--- config.mk ---
export PLATFORM = sky130hd
export DESIGN_NAME = irq_ctrl
export DESIGN_NICKNAME = d
export VERILOG_FILES = /design/src/rtl/irq_ctrl_pkg.sv /design/src/rtl/irq_prio_enc.sv /design/src/rtl/irq_ctrl.sv
export SDC_FILE = /design/constraint.sdc
export NUM_CORES = 1
export LEC_CHECK = 0
export CAP_MARGIN = 25
export CORE_ASPECT_RATIO = 1.25
export CORE_MARGIN = 3
export CORE_UTILIZATION = 38
export DETAILED_ROUTE_END_ITERATION = 6
export PLACE_DENSITY = 0.85
export SYNTH_ARGS = -nofsm -noshare
export SYNTH_HDL_FRONTEND = slang
export SYNTH_SLANG_ARGS = --single-unit
--- constraint.sdc ---
create_clock -name clk -period 2.1 [get_ports clk]
set_input_delay 0.63 -clock clk [delete_from_list [all_inputs] [get_ports clk]]
set_output_delay 0.63 -clock clk [all_outputs]
set_load 0.02 [all_outputs]
--- src/rtl/irq_ctrl_pkg.sv ---
// Shared constants for the interrupt controller: register word codes,
// status bit positions and the request sequencer state encoding.
package irq_ctrl_pkg;

    // Register window word select codes (add[3:2])
    localparam logic [1:0] ADD_MASK = 2'b00;
    localparam logic [1:0] ADD_PEND = 2'b01;
    localparam logic [1:0] ADD_STAT = 2'b10;
    localparam logic [1:0] ADD_EOI  = 2'b11;

    // Bit positions inside MASK and STATUS
    localparam int GIE_BIT   = 31;
    localparam int INSVC_BIT = 31;
    localparam int REQ_BIT   = 30;

    // Request sequencer states
    typedef enum logic [1:0] {
        S_IDLE = 2'd0,
        S_REQ  = 2'd1,
        S_SVC  = 2'd2
    } state_t;

endpackage

--- src/rtl/irq_prio_enc.sv ---
// Fixed-priority encoder: reports the lowest set index of req and whether
// any bit is set. Index 0 is the highest priority.
module irq_prio_enc #(
    parameter int NSRC = 6,
    parameter int IDW  = 3
) (
    input  logic [NSRC-1:0] req,
    output logic [IDW-1:0]  id,
    output logic            vld
);

    // Scan from the top down so the lowest set index is the last one kept
    always_comb begin
        id = '0;
        for (int i = NSRC - 1; i >= 0; i--) begin
            if (req[i]) id = IDW'(i);
        end
    end

    assign vld = |req;

endmodule

--- src/rtl/irq_ctrl.sv ---
// Interrupt controller: latches rising edges of device lines into PENDING,
// masks and arbitrates them, and walks the winner through
// request -> acknowledge -> in-service -> end-of-interrupt.
module irq_ctrl
    import irq_ctrl_pkg::*;
#(
    parameter int NSRC = 6,
    parameter int IDW  = 3
) (
    input  logic            clk,
    input  logic            rst,
    input  logic [3:2]      add,
    input  logic            we,
    input  logic [31:0]     din,
    output logic [31:0]     dout,
    input  logic [NSRC-1:0] dev_irq,
    output logic            int_req,
    input  logic            int_ack,
    output logic [IDW-1:0]  int_id
);

    logic [NSRC-1:0] mask_en;
    logic            gie;
    logic [NSRC-1:0] pending;
    logic [NSRC-1:0] irq_q;
    logic [NSRC-1:0] event_v;
    logic [NSRC-1:0] w1c;
    logic [NSRC-1:0] ack_clr;
    logic [NSRC-1:0] eligible;
    logic [NSRC-1:0] id_onehot;
    logic [IDW-1:0]  win_id;
    logic            win_vld;
    logic [IDW-1:0]  int_id_nx;
    logic            wr_mask, wr_pend, wr_eoi, ack_taken;
    logic            unused_din;
    state_t          state, state_nx;

    assign wr_mask   = we && (add == ADD_MASK);
    assign wr_pend   = we && (add == ADD_PEND);
    assign wr_eoi    = we && (add == ADD_EOI);
    assign ack_taken = (state == S_REQ) && int_ack;

    assign id_onehot = NSRC'(1) << int_id;
    assign event_v   = dev_irq & ~irq_q;
    assign w1c       = wr_pend ? din[NSRC-1:0] : '0;
    assign ack_clr   = ack_taken ? id_onehot : '0;
    assign eligible  = gie ? (pending & mask_en) : '0;

    // Only the low source bits and GIE of din are stored anywhere
    assign unused_din = ^din;

    irq_prio_enc #(.NSRC(NSRC), .IDW(IDW)) u_prio (
        .req (eligible),
        .id  (win_id),
        .vld (win_vld)
    );

    // Line history follows dev_irq even during reset, so a line held high
    // across reset is seen as already high and yields no event afterwards
    always_ff @(posedge clk) begin
        irq_q <= dev_irq;
    end

    // MASK and PENDING registers; a new edge wins over any clear
    always_ff @(posedge clk) begin
        if (rst) begin
            mask_en <= '0;
            gie     <= 1'b0;
            pending <= '0;
        end else begin
            if (wr_mask) begin
                mask_en <= din[NSRC-1:0];
                gie     <= din[GIE_BIT];
            end
            pending <= (pending & ~w1c & ~ack_clr) | event_v;
        end
    end

    // Sequencer state and latched source id
    always_ff @(posedge clk) begin
        if (rst) begin
            state  <= S_IDLE;
            int_id <= '0;
        end else begin
            state  <= state_nx;
            int_id <= int_id_nx;
        end
    end

    // Next state: ack beats loss of eligibility in REQ; id clears on return to IDLE
    always_comb begin
        state_nx  = state;
        int_id_nx = int_id;
        case (state)
            S_IDLE: begin
                if (win_vld) begin
                    state_nx  = S_REQ;
                    int_id_nx = win_id;
                end
            end
            S_REQ: begin
                if (ack_taken) begin
                    state_nx = S_SVC;
                end else if ((eligible & id_onehot) == '0) begin
                    state_nx  = S_IDLE;
                    int_id_nx = '0;
                end
            end
            S_SVC: begin
                if (wr_eoi) begin
                    state_nx  = S_IDLE;
                    int_id_nx = '0;
                end
            end
            default: begin
                state_nx  = S_IDLE;
                int_id_nx = '0;
            end
        endcase
    end

    assign int_req = (state == S_REQ);

    // Register read mux, purely combinational from add
    always_comb begin
        dout = '0;
        case (add)
            ADD_MASK: begin
                dout[NSRC-1:0] = mask_en;
                dout[GIE_BIT]  = gie;
            end
            ADD_PEND: dout[NSRC-1:0] = pending;
            ADD_STAT: begin
                dout[INSVC_BIT] = (state == S_SVC);
                dout[REQ_BIT]   = int_req;
                dout[IDW-1:0]   = int_id;
            end
            default: dout = '0;
        endcase
    end

endmodule
==> results_dict.tcl, run 1 <==
set metrics [dict create \
    hold_depth 3 \
    dieArea_um2 4530 \
    drt_first_pass_iters 4 \
    insertion_delay_ps 260 \
    cellLeakagePower_nw 0.814 \
    netlist_area_um2 1430 \
    avgViaCountPerCell 5.08 \
    rsz0062_at_grt "no" \
    antenna_found_initial 0 \
    clockBufferDepth 2 \
    cp-end-kind "output port" \
    ys_ff_latch 24 \
    hold_ws_ps 488 \
    vias 1326 \
    netlist_instances 178 \
    path_cells "clkdlybuf4s15_1 -> buf_6 -> nand2b_1 -> a21oi_1 -> buf_4" \
    path_clk_slew_ps 70 \
    core.rowCount 24 \
    final_common_cell "nand2_1" \
    drc 0 \
    ant_nets 0 \
    cts_root_buf "clkbuf_8" \
    slowest_delay_ps 200 \
    cts_tree "done" \
    grt_pass1_wl_um 5410 \
    mostFrequentLayoutCells "nand2_1, conb_1, dfxtp_1, buf_4, clkdlybuf4s50_1" \
    core_um2 3540 \
    peakVddDrop_v 0.000283 \
    busiest_layer "met2" \
    maxCapViolations 0 \
    io_pins 80 \
    slowest_stage "clkdlybuf4s15_1" \
    hp-class "flip-flop to flip-flop" \
    ys_seq_area_share_pct 33.7 \
    gr-total-overflow 0 \
    fin_setup_tns_ps 0 \
    dieHeight_um 74.5 \
    required_ps 1470 \
    status "complete, no violations" \
    synth.avg_cell_area_um2 8.01 \
    cp_data_arrival_time_ps 1390 \
    nNetsFinal 268 \
    dpl-instance-area_um2 1780 \
    critPathMaxFanout 9 \
    start_kind "input port" \
    cts.htree.levels 1 \
    skew_ps 3.30 \
    period_share_pct 96.2 \
    drt-initial-drc-count 59 \
    met1_usage_pct 19.7 \
    final_cells 261 \
    dp_hpwl_um 2720 \
    max_clock_freq_mhz 495 \
    setup_viol 0 \
    grt_usage_pct 15.6 \
    numCtsBuffers 3 \
    final_core_util_pct 51.6 \
    ys.warnings.count 0 \
    grtUsageMet2_pct 26.8 \
    async_flop_share_pct 0 \
    gp_congestion 0.966 \
    ctsHoldBuffers 0 \
    fin_ws_ps 79.2 \
    pre_cts_slack_ps -832 \
    wire_per_inst_um 13.1 \
    power.density_nw_per_um2 502 \
    drive_above_1_share_pct 18.0 \
    report.power.total_uw 918 \
    diodes 0 \
    hold_violations 0 \
    grt_max_degree 17 \
    r2r_cells 6 \
    die_w_um 60.8 \
    grt_pass1_vias 1222 \
    maxSlewViolCount 0 \
    cts.sinks 24 \
    fin_area_um2 1830 \
    yosys_most_used_dff "dfxtp_1" \
    start_util_pct 40.3 \
    period_minus_slack_ps 2020 \
    grtUsageMet3_pct 1.56 \
    io_buffers 30 \
    synth.distinct_cells 39 \
    routed_wl_um 3410 \
    area_growth_pct 28.1 \
    critPathKind "input port to output port" \
    dpl.cell_count 256 \
    synth_edf_count 0 \
]
## metal layers
layer  wire length (µm)  vias up
met5                  0        -
met4                 25        0
met3                300        2
met2               1640       69
met1               1450      603
li1                   -      652
## timing repair
action                                  4_1_cts  5_1_grt
resized for setup                            50        3
setup buffers                                 0        2
endpoints found under the setup margin        9        3
hold endpoints to repair                      0        0
## registers in the layout (all words and copies together), names as in the netlist
signal and count:
pending 6, mask_en 6, gie 1, int_id 3
irq_q 6, state 2
## power breakdown
| group | internal (mW) | leakage [nW] | total [mW] | switching, mW |
|---|---|---|---|---|
| sequential | 0.474 | 0.198 | 0.490 | 0.0162 |
| combinational | 0.0751 | 0.595 | 0.171 | 0.0960 |
| clock | 0.128 | 0.0216 | 0.257 | 0.129 |
## cell families after synthesis
family / count (synthesis) / synth area share (%)
flops: 24 / 33.7
buf+inv: 38 / 17.1
compound gates: 30 / 14.6
mux: 13 / 9.12
other cells: 1 / 0.263
simple gates: 72 / 25.3
## critical path: cells and delay by family
family	cells	cell delay [ps]
buffers and inverters	3	500
and+or+nand+nor	1	140
AOI/OAI and AO/OA	1	120
## cell type report
cell class | count | area [µm²]
clock buffer | 3 | 41.3
sequential | 24 | 480
tap | 39 | 48.8
timing repair buffer | 51 | 435
multi-input combinational | 139 | 802
fill | 349 | 1720
inverter | 5 | 18.8
## final timing paths
| path | startpoint | endpoint | slack [ps] |
|---|---|---|---|
| setup reg to reg | int_id[2] | int_id[0] | 330 |
| hold reg to reg | irq_q[3] | pending[3] | 490 |
| setup / recovery | add[3] | dout[31] | 80 |
| hold / removal | irq_q[3] | pending[3] | 490 |
## synthesized netlist by cell type (2+ instances only)
cell      count  area share [%]
nand2_1      26             6.8
buf_4        24              13
dfxtp_1      24              34
nor2_1       17             4.5
mux2i_1      13             9.1
a21oi_1       8             2.8
nand2b_1      6             2.6
nand3_1       6             2.1
inv_1         5             1.3
o21ai_0       5             1.8
clkbuf_1      4             1.1
nand3b_1      4             2.1
a32oi_1       3             1.8
buf_2         2            0.70
nor2b_1       2            0.88
nor3b_1       2             1.1
nor4b_1       2             1.2
o211ai_1      2             1.1
o21ai_1       2            0.70
o311ai_0      2             1.2
Power figures use the tool's default switching activity.
==> run 2, diff against run 1 <==
--- a/config.mk
+++ b/config.mk
@@ -11,6 +11,7 @@
 export CORE_UTILIZATION = 38
 export DETAILED_ROUTE_END_ITERATION = 6
 export PLACE_DENSITY = 0.85
+export SLEW_MARGIN = 15
 export SYNTH_ARGS = -nofsm -noshare
 export SYNTH_HDL_FRONTEND = slang
 export SYNTH_SLANG_ARGS = --single-unit
==> results of run 2 <==
No change in the layout: final DEF, timing and power equal those of run 1.
